`config.mk`:
```
export PLATFORM = sky130hd
export DESIGN_NAME = alu_share_arbiter
export DESIGN_NICKNAME = d
export VERILOG_FILES = /design/src/rtl/alu_share_arbiter.sv
export SDC_FILE = /design/constraint.sdc
export NUM_CORES = 1
export LEC_CHECK = 0
export ABC_AREA = 1
export CAP_MARGIN = 30
export CORE_MARGIN = 10
export CORE_UTILIZATION = 30
export DETAILED_ROUTE_END_ITERATION = 7
export GPL_TIMING_DRIVEN = 0
export SYNTH_ARGS = -nofsm -noshare
export SYNTH_HDL_FRONTEND = slang
export SYNTH_SLANG_ARGS = --single-unit
```
`constraint.sdc`:
```
create_clock -name clk -period 1.9 [get_ports clk]
set_input_delay 0.38 -clock clk [delete_from_list [all_inputs] [get_ports clk]]
set_output_delay 0.38 -clock clk [all_outputs]
set_load 0.005 [all_outputs]
```
`src/rtl/alu_share_arbiter.sv`:
```
// alu_share_arbiter: shares one single-cycle ALU between two requesters.
// Round-robin grant on ties, operands captured at acceptance, a one-cycle
// execute slot on the ALU, and a registered response held until taken.
// Opcodes outside the ALU's legal set return err=1 with zero data.
module alu_share_arbiter #(
  parameter int WIDTH = 32,
  parameter int OPW   = 4
) (
  input  logic             clk,
  input  logic             rst,
  input  logic             req0_valid,
  output logic             req0_ready,
  input  logic [WIDTH-1:0] req0_a,
  input  logic [WIDTH-1:0] req0_b,
  input  logic [OPW-1:0]   req0_op,
  input  logic             req1_valid,
  output logic             req1_ready,
  input  logic [WIDTH-1:0] req1_a,
  input  logic [WIDTH-1:0] req1_b,
  input  logic [OPW-1:0]   req1_op,
  output logic             rsp0_valid,
  input  logic             rsp0_ready,
  output logic [WIDTH-1:0] rsp0_data,
  output logic             rsp0_err,
  output logic             rsp1_valid,
  input  logic             rsp1_ready,
  output logic [WIDTH-1:0] rsp1_data,
  output logic             rsp1_err,
  output logic [WIDTH-1:0] alu_a,
  output logic [WIDTH-1:0] alu_b,
  output logic [OPW-1:0]   alu_op,
  input  logic [WIDTH-1:0] alu_s
);

  typedef enum logic [1:0] {
    ST_IDLE = 2'd0,
    ST_EXEC = 2'd1,
    ST_RESP = 2'd2
  } state_t;

  // Legal ALU encodings: add, sub, and, or, xor, sll, srl, sra, slt, sltu.
  function automatic logic op_legal(input logic [OPW-1:0] op);
    logic ok;
    case (op)
      OPW'(4'b0000): ok = 1'b1;
      OPW'(4'b1000): ok = 1'b1;
      OPW'(4'b0111): ok = 1'b1;
      OPW'(4'b0110): ok = 1'b1;
      OPW'(4'b0100): ok = 1'b1;
      OPW'(4'b0001): ok = 1'b1;
      OPW'(4'b0101): ok = 1'b1;
      OPW'(4'b1101): ok = 1'b1;
      OPW'(4'b0010): ok = 1'b1;
      OPW'(4'b0011): ok = 1'b1;
      default:       ok = 1'b0;
    endcase
    return ok;
  endfunction

  state_t           state_q, state_d;
  logic             prio_q, prio_d;
  logic             gnt_q, gnt_d;
  // The operand/op registers feed the ALU directly; they are only non-zero
  // during EXEC, so the ALU inputs read zero in every other state.
  logic [WIDTH-1:0] a_q, a_d;
  logic [WIDTH-1:0] b_q, b_d;
  logic [OPW-1:0]   op_q, op_d;
  logic             rsp0_valid_q, rsp0_valid_d;
  logic             rsp1_valid_q, rsp1_valid_d;
  logic [WIDTH-1:0] rsp0_data_q, rsp0_data_d;
  logic [WIDTH-1:0] rsp1_data_q, rsp1_data_d;
  logic             rsp0_err_q, rsp0_err_d;
  logic             rsp1_err_q, rsp1_err_d;

  logic             any_req_s;
  logic             gnt_s;
  logic             legal_s;
  logic             rsp_take_s;

  // Grant selection: single valid requester wins, ties go to prio.
  always_comb begin
    any_req_s = req0_valid | req1_valid;
    if (req0_valid && req1_valid) begin
      gnt_s = prio_q;
    end else if (req1_valid) begin
      gnt_s = 1'b1;
    end else begin
      gnt_s = 1'b0;
    end
    legal_s    = op_legal(op_q);
    rsp_take_s = gnt_q ? rsp1_ready : rsp0_ready;
  end

  // Next-state and handshake logic for the IDLE -> EXEC -> RESP sequence.
  always_comb begin
    state_d      = state_q;
    prio_d       = prio_q;
    gnt_d        = gnt_q;
    a_d          = a_q;
    b_d          = b_q;
    op_d         = op_q;
    rsp0_valid_d = rsp0_valid_q;
    rsp1_valid_d = rsp1_valid_q;
    rsp0_data_d  = rsp0_data_q;
    rsp1_data_d  = rsp1_data_q;
    rsp0_err_d   = rsp0_err_q;
    rsp1_err_d   = rsp1_err_q;
    req0_ready   = 1'b0;
    req1_ready   = 1'b0;
    case (state_q)
      ST_IDLE: begin
        if (any_req_s) begin
          req0_ready = ~gnt_s;
          req1_ready = gnt_s;
          gnt_d      = gnt_s;
          a_d        = gnt_s ? req1_a  : req0_a;
          b_d        = gnt_s ? req1_b  : req0_b;
          op_d       = gnt_s ? req1_op : req0_op;
          state_d    = ST_EXEC;
        end else begin
          state_d    = ST_IDLE;
        end
      end
      ST_EXEC: begin
        // Result captured from the ALU this cycle; illegal ops return zero.
        if (gnt_q) begin
          rsp1_valid_d = 1'b1;
          rsp1_data_d  = legal_s ? alu_s : {WIDTH{1'b0}};
          rsp1_err_d   = ~legal_s;
        end else begin
          rsp0_valid_d = 1'b1;
          rsp0_data_d  = legal_s ? alu_s : {WIDTH{1'b0}};
          rsp0_err_d   = ~legal_s;
        end
        a_d     = {WIDTH{1'b0}};
        b_d     = {WIDTH{1'b0}};
        op_d    = {OPW{1'b0}};
        state_d = ST_RESP;
      end
      ST_RESP: begin
        if (rsp_take_s) begin
          rsp0_valid_d = 1'b0;
          rsp1_valid_d = 1'b0;
          rsp0_data_d  = {WIDTH{1'b0}};
          rsp1_data_d  = {WIDTH{1'b0}};
          rsp0_err_d   = 1'b0;
          rsp1_err_d   = 1'b0;
          prio_d       = ~gnt_q;
          state_d      = ST_IDLE;
        end else begin
          state_d      = ST_RESP;
        end
      end
      default: begin
        a_d          = {WIDTH{1'b0}};
        b_d          = {WIDTH{1'b0}};
        op_d         = {OPW{1'b0}};
        rsp0_valid_d = 1'b0;
        rsp1_valid_d = 1'b0;
        state_d      = ST_IDLE;
      end
    endcase
  end

  // State and datapath registers with synchronous reset; reset drops any
  // in-flight transaction.
  always_ff @(posedge clk) begin
    if (rst) begin
      state_q      <= ST_IDLE;
      prio_q       <= 1'b0;
      gnt_q        <= 1'b0;
      a_q          <= {WIDTH{1'b0}};
      b_q          <= {WIDTH{1'b0}};
      op_q         <= {OPW{1'b0}};
      rsp0_valid_q <= 1'b0;
      rsp1_valid_q <= 1'b0;
      rsp0_data_q  <= {WIDTH{1'b0}};
      rsp1_data_q  <= {WIDTH{1'b0}};
      rsp0_err_q   <= 1'b0;
      rsp1_err_q   <= 1'b0;
    end else begin
      state_q      <= state_d;
      prio_q       <= prio_d;
      gnt_q        <= gnt_d;
      a_q          <= a_d;
      b_q          <= b_d;
      op_q         <= op_d;
      rsp0_valid_q <= rsp0_valid_d;
      rsp1_valid_q <= rsp1_valid_d;
      rsp0_data_q  <= rsp0_data_d;
      rsp1_data_q  <= rsp1_data_d;
      rsp0_err_q   <= rsp0_err_d;
      rsp1_err_q   <= rsp1_err_d;
    end
  end

  assign alu_a      = a_q;
  assign alu_b      = b_q;
  assign alu_op     = op_q;
  assign rsp0_valid = rsp0_valid_q;
  assign rsp1_valid = rsp1_valid_q;
  assign rsp0_data  = rsp0_data_q;
  assign rsp1_data  = rsp1_data_q;
  assign rsp0_err   = rsp0_err_q;
  assign rsp1_err   = rsp1_err_q;

endmodule

```
==> results of run 1 <==
logic make-up (layout without fill, tap and decap cells):
kind of cell | after synthesis | in the layout | share of synthesized area
AO/OA/AOI/OAI | 224 | 224 | 0.205
other | 0 | 2 | 0
buffers and inverters | 84 | 431 | 0.0712
AND/OR/NAND/NOR | 324 | 324 | 0.232
flip-flops | 141 | 141 | 0.492
metrics by stage:
stage	power, mW	util
after CTS	8.71	0.520
final	8.64	0.522
after detailed placement	5.42	0.487
after floorplan	4.18	-
after global routing	9.08	0.521
after global placement	5.41	0.487
power by group:
part	switching, mW	internal [mW]
clock network	1.25	2.02
registers	0.146	3.25
logic	0.895	1.08
worst max-delay path by stage:
stage / startpoint / endpoint / slack, ps
2_1_floorplan: req0_valid / req0_ready / 430
3_3_place_gp: req0_valid / req0_ready / -930
3_5_place_dp: req0_valid / req0_ready / -930
4_1_cts: prio_q$_SDFFE_PP0P_ / req1_ready / 20
5_1_grt: rst / alu_b[5]$_SDFFE_PP0N_ / 10
6_report: state_q[0]$_SDFF_PP0_ / req0_ready / 140
worst max-delay path: cells and delay by family, from the launching register on:
family | cells | cell delay, ps
flops | 1 | 340
buf+inv | 3 | 280
simple gates | 3 | 350
what timing repair did:
action                                  4_1_cts  5_1_grt
gates resized for setup                      21        4
endpoints found under the setup margin       72       20
buffers inserted                              3        3
pin swaps                                     2        1
cloned                                        0        0
cell type report:
type | count | area (sq um)
diodes | 2 | 5.00
multi-input cells | 548 | 2530
plain buffers | 57 | 319
well taps | 234 | 293
clock buffers | 24 | 482
flip-flops and latches | 141 | 2820
inverters | 26 | 98.8
repair buffers | 317 | 3150
clock inverters | 7 | 87.6
fillers | 1864 | 8980
sequential cells by signal, summed over array words and instances, names as in the netlist:
register / flops
rsp0_valid: 1
alu_op: 4
rsp0_data: 32
rsp0_err: 1
rsp1_err: 1
state_q: 2
rsp1_valid: 1
prio_q: 1
alu_a: 32
gnt_q: 1
rsp1_data: 32
legal_s: 1
alu_b: 32
cells in the final DEF (no fill, tap or decap), types with 2 or more instances in the layout:
| cell type | synthesis | routed |
|---|---|---|
| sky130_fd_sc_hd__a21oi_1 | 28 | 28 |
| sky130_fd_sc_hd__buf_1 | 4 | 4 |
| sky130_fd_sc_hd__buf_2 | 27 | 26 |
| sky130_fd_sc_hd__buf_4 | 0 | 6 |
| sky130_fd_sc_hd__buf_6 | 2 | 2 |
| sky130_fd_sc_hd__buf_8 | 4 | 5 |
| sky130_fd_sc_hd__bufinv_16 | 0 | 2 |
| sky130_fd_sc_hd__clkbuf_1 | 21 | 23 |
| sky130_fd_sc_hd__clkbuf_16 | 0 | 17 |
| sky130_fd_sc_hd__clkbuf_2 | 0 | 2 |
| sky130_fd_sc_hd__clkbuf_8 | 0 | 3 |
| sky130_fd_sc_hd__clkdlybuf4s50_1 | 0 | 307 |
| sky130_fd_sc_hd__clkinv_2 | 0 | 5 |
| sky130_fd_sc_hd__dfxtp_1 | 141 | 141 |
| sky130_fd_sc_hd__diode_2 | 0 | 2 |
| sky130_fd_sc_hd__dlygate4sd2_1 | 0 | 2 |
| sky130_fd_sc_hd__inv_1 | 20 | 19 |
| sky130_fd_sc_hd__inv_2 | 4 | 5 |
| sky130_fd_sc_hd__nand2_1 | 65 | 64 |
| sky130_fd_sc_hd__nand2_2 | 2 | 2 |
| sky130_fd_sc_hd__nand3_1 | 75 | 75 |
| sky130_fd_sc_hd__nor2_1 | 179 | 177 |
| sky130_fd_sc_hd__nor2_2 | 1 | 3 |
| sky130_fd_sc_hd__nor2_4 | 2 | 2 |
| sky130_fd_sc_hd__o21ai_0 | 77 | 77 |
| sky130_fd_sc_hd__o21ai_1 | 103 | 103 |
| sky130_fd_sc_hd__o21ai_2 | 13 | 13 |
layer usage:
layer	share of wire	wire (microns)	up-vias	GRT usage
met1	0.42	10400	2866	0.234
li1	-	-	3238	-
met3	0.071	1790	14	0.0642
met2	0.50	12600	185	0.317
met4	0.0091	227	0	0.0569
met5	0	0	-	0
==> flow_metrics.env, run 1 <==
export IMPL_cts_sinks=141
export IMPL_mappedNetlistArea_sq_um=5740
export IMPL_drv_max_cap_violation_count=0
export IMPL_die_height_microns=158
export IMPL_worst_slew_pin_slew_ps=554
export IMPL_ff2ff_setup_slack_ps=200
export IMPL_ff2ff_path_depth=8
export IMPL_final_setup_viol_count=0
export IMPL_numCtsBuffers=17
export IMPL_yosys_warnings=0
export IMPL_setup_worst_path_class="register to output port"
export IMPL_clock_latency_ps=420
export IMPL_core_sq_um=18800
export IMPL_crit_chain="nor2_2 -> inv_1 -> nor2_4 -> nand2_1 -> inv_1 -> buf_2"
export IMPL_rsz0062_at_grt="no"
export IMPL_clock_path_buffers=2
export IMPL_grt_max_degree=17
export IMPL_required_ps=1520
export IMPL_detail_route_first_pass_iterations=4
export IMPL_wire_length_of_the_first_global_routing_pass_mm=37.1
export IMPL_max_vdd_ir_drop_v=0.000619
export IMPL_cts_hold_buffers=0
export IMPL_antenna_found_initial=0
export IMPL_worst_setup_path_end_kind="output port"
export IMPL_drt_drc_violations_left=0
export IMPL_synth_async_sr_flop_share=0
export IMPL_core_rowCount=50
export IMPL_synth_area_leader_cell="sky130_fd_sc_hd__dfxtp_1"
export IMPL_place_inst=1318
export IMPL_synth_seq_cells=141
export IMPL_timing_clock_skew_ps=7.33
export IMPL_tns_ps=0
export IMPL_ctsRootBufferMaster="sky130_fd_sc_hd__clkbuf_16"
export IMPL_synth_cells_most_frequent="sky130_fd_sc_hd__nor2_1, sky130_fd_sc_hd__dfxtp_1, sky130_fd_sc_hd__o21ai_1"
export IMPL_outcome="complete, no violations"
export IMPL_cp_data_arrival_time_ps=1380
export IMPL_synthesis_nets=947
export IMPL_hp_class="register to register"
export IMPL_hold_violations=0
export IMPL_floorplan_die_area_sq_um=25100
export IMPL_layout_area_overhead_vs_synth_pct=70.5
export IMPL_place_ws_ps=-928
export IMPL_floorplan_initialDensity=0.306
export IMPL_netlist_instances=773
export IMPL_cts_tree="done"
export IMPL_power_leakage_nw=3.87
export IMPL_clock_tree_htree_level_count=4
export IMPL_seq_area_frac_synth=0.492
export IMPL_post_synth_top_area_fraction=0.492
export IMPL_crit_top_cell="sky130_fd_sc_hd__inv_1"
export IMPL_timing_final_max_slew_violations=0
export IMPL_synthMostInstantiatedCell="sky130_fd_sc_hd__nor2_1"
export IMPL_routedWlPerCell_microns=18.5
export IMPL_drive_above_1_share=0.0866
export IMPL_worst_path_max_delay_cell="sky130_fd_sc_hd__dfxtp_1"
export IMPL_detailed_place_area_sq_um=9150
export IMPL_design_final_nets=1282
export IMPL_via_count=6303
export IMPL_worst_rel_slew_slack=0.631
export IMPL_place_gp_congestion=0.833
export IMPL_port_buffers=311
export IMPL_final_hold_worst_slack_ps=458
export IMPL_most_used_flip_flop_cell_after_synthesis="sky130_fd_sc_hd__dfxtp_1"
export IMPL_postRouteAntennaNets=0
export IMPL_hold_start="rsp0_valid$_SDFFE_PP0P_"
export IMPL_clkTransAtPathRegs_ps=60
export IMPL_layout_min_cycle_time_ps=1760
export IMPL_crit_path_max_fanout=4
export IMPL_layoutNonFillerInstCount=1356
export IMPL_min_delay_path_depth=2
export IMPL_finalWirelength_mm=25.1
export IMPL_endpoint_of_the_worst_hold_path="rsp0_valid$_SDFFE_PP0P_"
export IMPL_final_setup_worst_slack_ps=143
export IMPL_gr_usage_all_layers=0.193
export IMPL_ys_top_cells_by_area="sky130_fd_sc_hd__dfxtp_1, sky130_fd_sc_hd__nor2_1, sky130_fd_sc_hd__o21ai_1"
export IMPL_io_pins=312
export IMPL_drt_vias_per_instance=4.65
export IMPL_final_period_utilization=0.925
export IMPL_power_density_nw_per_um2=882
export IMPL_fmax_mhz=569
export IMPL_synth_avg_cell_area_sq_um=7.43
export IMPL_synth_enable_flop_cells=0
export IMPL_dr_first_iter_drc_count=310
export IMPL_gr_total_overflow=0
export IMPL_r2r_end="rsp1_data[15]$_SDFFE_PP0P_"
export IMPL_setup_worst_path_start_class="register"
export IMPL_die_w_microns=158
export IMPL_grt_pass1_vias=6177
export IMPL_r2r_start="state_q[0]$_SDFF_PP0_"
export IMPL_timing_critical_path_slowest_cell_delay_ps=340
export IMPL_dp_hpwl_mm=19.6
export IMPL_layout_cell_area_non_filler_sq_um=9790
export IMPL_synth_lib_cells_used_distinct=22
Power figures use the tool's default switching activity.
==> run 2: changes to the inputs <==
--- a/config.mk
+++ b/config.mk
@@ -6,7 +6,7 @@
 export NUM_CORES = 1
 export LEC_CHECK = 0
 export ABC_AREA = 1
-export CAP_MARGIN = 30
+export CAP_MARGIN = 20
 export CORE_MARGIN = 10
 export CORE_UTILIZATION = 30
 export DETAILED_ROUTE_END_ITERATION = 7
==> constraint.sdc (replaced) <==
create_clock -name clk -period 2.1 [get_ports clk]
set_input_delay 0.42 -clock clk [delete_from_list [all_inputs] [get_ports clk]]
set_output_delay 0.42 -clock clk [all_outputs]
set_load 0.005 [all_outputs]
==> run 2 against run 1 <==
Final area is 0.31% lower. Cell count shrank 0.29%. First-iteration DRC count up 1.9%. Combinational power is 10% lower. Setup slack worse by 2.0 ps. Clock skew hardly changed. Die area did not move. Critical path type unchanged. Critical endpoint unchanged.
==> flow_metrics.env, run 2 (synthesis gave the netlist of run 1 again) <==
export IMPL_setup_worst_path_class="register to output port"
export IMPL_clock_path_buffers=2
export IMPL_wire_length_of_the_first_global_routing_pass_mm=37.0
export IMPL_timing_clock_skew_ps=7.05
export IMPL_dr_first_iter_drc_count=316
export IMPL_final_hold_worst_slack_ps=463
export IMPL_clkTransAtPathRegs_ps=60
export IMPL_drt_vias_per_instance=4.66
export IMPL_final_setup_viol_count=0
export IMPL_required_ps=1680
export IMPL_gr_total_overflow=0
export IMPL_antenna_found_initial=0
export IMPL_detail_route_first_pass_iterations=4
export IMPL_tns_ps=0
export IMPL_core_rowCount=50
export IMPL_port_buffers=311
export IMPL_clock_latency_ps=420
export IMPL_grt_max_degree=17
export IMPL_timing_critical_path_slowest_cell_delay_ps=290
export IMPL_ctsRootBufferMaster="sky130_fd_sc_hd__clkbuf_16"
export IMPL_hold_violations=0
export IMPL_timing_final_max_slew_violations=0
export IMPL_finalWirelength_mm=25.1
export IMPL_outcome="complete, no violations"
export IMPL_via_count=6300
export IMPL_fmax_mhz=510
export IMPL_postRouteAntennaNets=0
export IMPL_cts_sinks=141
export IMPL_dp_hpwl_mm=19.6
export IMPL_worst_setup_path_end_kind="output port"
export IMPL_routedWlPerCell_microns=18.5
export IMPL_worst_path_max_delay_cell="sky130_fd_sc_hd__dfxtp_1"
export IMPL_core_sq_um=18800
export IMPL_leading_cell_type_in_the_layout_fill_and_taps_excluded="sky130_fd_sc_hd__clkdlybuf4s50_1"
export IMPL_power_leakage_nw=3.85
export IMPL_finalPower_mw=7.81
export IMPL_crit_top_cell="sky130_fd_sc_hd__inv_1"
export IMPL_worst_path_dominant_cell_family="buffers and inverters"
export IMPL_drt_drc_violations_left=0
export IMPL_max_vdd_ir_drop_v=0.000571
export IMPL_design_final_nets=1278
export IMPL_die_height_microns=158
export IMPL_cts_tree="done"
export IMPL_drv_max_cap_violation_count=0
export IMPL_die_w_microns=158
export IMPL_final_period_utilization=0.933
export IMPL_io_pins=312
export IMPL_setup_worst_path_start_class="register"
export IMPL_final_fill_count=1866
export IMPL_floorplan_initialDensity=0.306
export IMPL_clock_tree_htree_level_count=4
export IMPL_cp_data_arrival_time_ps=1540
export IMPL_rsz0062_at_grt="no"
export IMPL_hp_class="register to register"
export IMPL_layout_min_cycle_time_ps=1960
export IMPL_timing_critical_path_buf_inv=4
export IMPL_place_gp_congestion=0.833
export IMPL_drive_above_1_share=0.0789
export IMPL_place_ws_ps=-808
export IMPL_mostFrequentLayoutCells="sky130_fd_sc_hd__clkdlybuf4s50_1, sky130_fd_sc_hd__nor2_1, sky130_fd_sc_hd__dfxtp_1"
export IMPL_worst_slew_pin_slew_ps=553
export IMPL_multiInputGateArea_sq_um=2530
export IMPL_floorplan_die_area_sq_um=25100
export IMPL_final_setup_worst_slack_ps=141
export IMPL_power_density_nw_per_um2=800
export IMPL_grt_pass1_vias=6161
export IMPL_layout_area_overhead_vs_synth_pct=70.0
export IMPL_numCtsBuffers=17
export IMPL_seq_area_sq_um=2820
export IMPL_worst_rel_slew_slack=0.631
export IMPL_crit_chain="inv_1 -> nand2_2 -> nand2_8 -> buf_8 -> nand2_1 -> inv_1 -> clkdlybuf4s15_2"
export IMPL_gr_usage_all_layers=0.193
export IMPL_crit_path_max_fanout=11
==> run 2: path summary, 6_finish.rpt <==
kind | start | to | slack (ps) | cells after the start
setup / recovery | prio_q$_SDFFE_PP0P_ | req0_ready | 140 | 7
hold / removal | rsp0_data[16]$_SDFFE_PP0P_ | rsp0_data[16]$_SDFFE_PP0P_ | 460 | 2
setup reg to reg | state_q[0]$_SDFF_PP0_ | rsp1_data[25]$_SDFFE_PP0P_ | 330 | 8
hold reg to reg | rsp0_data[16]$_SDFFE_PP0P_ | rsp0_data[16]$_SDFFE_PP0P_ | 460 | 2
==> run 2: repair_timing <==
| action | in CTS | in global routing |
|---|---|---|
| buffers inserted | 1 | 1 |
| gates resized for setup | 14 | 4 |
| pin swaps | 2 | 1 |
| hold buffers | 0 | 0 |
| endpoints found under the setup margin | 2 | 65 |
==> run 2: per-stage QoR <==
| stage | utilization | std cells | cell area, sq um |
|---|---|---|---|
| final | 0.520 | 1352 | 9760 |
| after global routing | 0.520 | 1350 | 9760 |
| after CTS | 0.520 | 1350 | 9750 |
| after detailed placement | 0.487 | 1318 | 9150 |
| after global placement | 0.487 | 1318 | 9150 |
| after floorplan | - | 773 | 5740 |
==> run 2: tightest hold or removal path, stage by stage (launching register included) <==
cell and delay, ps:
sky130_fd_sc_hd__dfxtp_1 310, sky130_fd_sc_hd__nand2_1 60, sky130_fd_sc_hd__a21oi_1 50
==> run 2: area by class of cell <==
class                   count  share of cell area
well taps                 234              0.0300
flip-flops and latches    141               0.289
clock buffers              24              0.0494
inverters                  26              0.0100
clock inverters             7             0.00897
multi-input cells         548               0.259
repair buffers            313               0.320
plain buffers              57              0.0326
diodes                      2            0.000513
==> run 2: routing by layer <==
metal,GRT usage,up-vias,wire (microns)
li1,-,3232,-
met1,0.234,2852,10500
met2,0.316,194,12400
met3,0.0642,22,1860
met4,0.0569,0,318
met5,0,-,0
==> run 2: power by group <==
part / switching (mW) / leakage (nW) / total [mW] / internal (mW)
sequential: 0.132 / 1.16 / 3.07 / 2.94
clock: 1.14 / 0.280 / 2.97 / 1.83
combinational: 0.807 / 2.41 / 1.77 / 0.964
total: 2.08 / 3.85 / 7.81 / 5.73
==> run 3: changes to the inputs <==
--- a/config.mk
+++ b/config.mk
@@ -11,6 +11,7 @@
 export CORE_UTILIZATION = 30
 export DETAILED_ROUTE_END_ITERATION = 7
 export GPL_TIMING_DRIVEN = 0
+export PLACE_DENSITY = 0.68
 export SYNTH_ARGS = -nofsm -noshare
 export SYNTH_HDL_FRONTEND = slang
 export SYNTH_SLANG_ARGS = --single-unit
==> run 3 against run 2 <==
Sequential power about the same. Clock-buffer cell count unchanged. Worst hold slack got worse by 10 ps. First-iteration DRC count down 6.6%. Sequential cell count unchanged. Clock power up 11%. Core utilization increased by 0.44 points. Sequential share of layout area fell by 0.24 points. Fmax about the same. Wire length is 1.7% lower. Die area is the same. Combinational power hardly changed.
==> flow_metrics.env, run 3 (synthesis gave the netlist of run 1 again) <==
export IMPL_outcome="complete, no violations"
export IMPL_ctsRootBufferMaster="sky130_fd_sc_hd__clkbuf_16"
export IMPL_gr_total_overflow=0
export IMPL_routedWlPerCell_microns=18.2
export IMPL_fmax_mhz=510
export IMPL_layout_cell_area_non_filler_sq_um=9840
export IMPL_leading_cell_type_in_the_layout_fill_and_taps_excluded="sky130_fd_sc_hd__clkdlybuf4s50_1"
export IMPL_final_setup_worst_slack_ps=140
export IMPL_core_rowCount=50
export IMPL_detail_route_first_pass_iterations=4
export IMPL_postRouteAntennaNets=0
export IMPL_diodes=0
export IMPL_clkTransAtPathRegs_ps=60
export IMPL_layout_area_overhead_vs_synth_pct=71.4
export IMPL_min_delay_path_depth=2
export IMPL_dp_hpwl_mm=19.1
export IMPL_dr_first_iter_drc_count=295
export IMPL_die_w_microns=158
export IMPL_drv_max_cap_violation_count=0
export IMPL_clock_latency_ps=420
export IMPL_final_period_utilization=0.934
export IMPL_detailed_place_area_sq_um=9150
export IMPL_core_sq_um=18800
export IMPL_crit_path_max_fanout=5
export IMPL_drt_drc_violations_left=0
export IMPL_layout_min_cycle_time_ps=1960
export IMPL_ff2ff_path_depth=8
export IMPL_power_leakage_nw=3.88
export IMPL_endpoint="req1_ready"
export IMPL_max_vdd_ir_drop_v=0.000557
export IMPL_hp_class="register to register"
export IMPL_cts_tree="done"
export IMPL_cp_data_arrival_time_ps=1540
export IMPL_timing_final_max_slew_violations=0
export IMPL_r2r_start="state_q[0]$_SDFF_PP0_"
export IMPL_worst_setup_path_end_kind="output port"
export IMPL_wire_length_of_the_first_global_routing_pass_mm=35.8
export IMPL_worst_rel_slew_slack=0.661
export IMPL_io_pins=312
export IMPL_gr_usage_all_layers=0.186
export IMPL_antenna_found_initial=0
export IMPL_r2r_end="rsp1_data[17]$_SDFFE_PP0P_"
export IMPL_mostFrequentLayoutCells="sky130_fd_sc_hd__clkdlybuf4s50_1, sky130_fd_sc_hd__nor2_1, sky130_fd_sc_hd__dfxtp_1"
export IMPL_clock_tree_htree_level_count=4
export IMPL_floorplan_initialDensity=0.306
export IMPL_crit_start="prio_q$_SDFFE_PP0P_"
export IMPL_place_gp_congestion=0.815
export IMPL_die_height_microns=158
export IMPL_hold_violations=0
export IMPL_place_ws_ps=-778
export IMPL_power_density_nw_per_um2=829
export IMPL_grt_pass1_vias=6231
export IMPL_setup_worst_path_class="register to output port"
export IMPL_clock_path_buffers=2
export IMPL_cts_sinks=141
export IMPL_grt_max_degree=18
export IMPL_via_count=6415
export IMPL_final_fill_count=1857
export IMPL_setup_worst_path_start_class="register"
export IMPL_rsz0062_at_grt="no"
export IMPL_numCtsBuffers=17
export IMPL_drive_above_1_share=0.0832
export IMPL_port_buffers=311
export IMPL_worst_slew_pin_slew_ps=508
export IMPL_final_setup_viol_count=0
export IMPL_cts_hold_buffers=0
export IMPL_finalWirelength_mm=24.6
export IMPL_timing_clock_skew_ps=7.58
export IMPL_design_final_nets=1279
export IMPL_floorplan_die_area_sq_um=25100
export IMPL_required_ps=1680
export IMPL_drt_vias_per_instance=4.74
export IMPL_ff2ff_setup_slack_ps=340
run 3: changes by cell type in the layout (fill, tap and decap cells not counted), sizes merged:
cell / change
clkinv: -5
buf: +2
bufinv: +2
clkinvlp: +2
diode: -2
inv: +2
clkbuf: -1
run 3: worst min-delay path by stage:
stage,start,endpoint
floorplan,prio_q$_SDFFE_PP0P_,prio_q$_SDFFE_PP0P_
global placement,rsp0_valid$_SDFFE_PP0P_,rsp0_valid$_SDFFE_PP0P_
detailed placement,rsp0_valid$_SDFFE_PP0P_,rsp0_valid$_SDFFE_PP0P_
CTS,rsp0_valid$_SDFFE_PP0P_,rsp0_valid$_SDFFE_PP0P_
global route,rsp0_valid$_SDFFE_PP0P_,rsp0_valid$_SDFFE_PP0P_
finish,rsp0_valid$_SDFFE_PP0P_,rsp0_valid$_SDFFE_PP0P_
run 3: power breakdown:
part | internal (mW) | total, mW | switching (mW)
registers | 2.94 | 3.07 | 0.134
logic | 0.967 | 1.78 | 0.814
clock network | 2.13 | 3.31 | 1.18
run 3: repair_timing:
item,4_1_cts,5_1_grt
gates resized for setup,14,3
endpoints found under the setup margin,3,23
pin swaps,2,0
setup buffers,3,0
run 3: metrics by stage:
stage	hold slack [ps]	total power [mW]	util	std cells	setup TNS [ps]
floorplan	434	3.79	-	773	0
global placement	433	4.89	0.487	1318	-32350
detailed placement	439	4.91	0.487	1318	-30370
CTS	455	8.25	0.524	1352	0
global route	482	8.53	0.524	1352	0
finish	453	8.16	0.524	1352	0
run 3: routing by layer:
layer | wire length (microns) | vias to the layer above | GRT usage | part of all wire
li1 | - | 3239 | - | -
met1 | 10100 | 2926 | 0.219 | 0.41
met2 | 11900 | 225 | 0.305 | 0.48
met3 | 2060 | 25 | 0.0685 | 0.084
met4 | 546 | 0 | 0.0613 | 0.022
met5 | 0 | - | 0 | 0
run 3: critical path, stage by stage (launching register included):
cell and delay (ps):
sky130_fd_sc_hd__dfxtp_1 320, sky130_fd_sc_hd__inv_2 50, sky130_fd_sc_hd__nand2_2 110, sky130_fd_sc_hd__nand2_4 70, sky130_fd_sc_hd__buf_8 150, sky130_fd_sc_hd__nor2_1 140
sky130_fd_sc_hd__dlygate4sd2_1 290
run 3: layout make-up:
cell class | count | area [sq um] | share of cell area
clock buffers | 24 | 492 | 0.0500
clock inverters | 8 | 153 | 0.0155
well taps | 234 | 293 | 0.0297
inverters | 26 | 101 | 0.0103
plain buffers | 57 | 328 | 0.0333
multi-input cells | 548 | 2520 | 0.256
flip-flops and latches | 141 | 2820 | 0.287
repair buffers | 314 | 3130 | 0.318
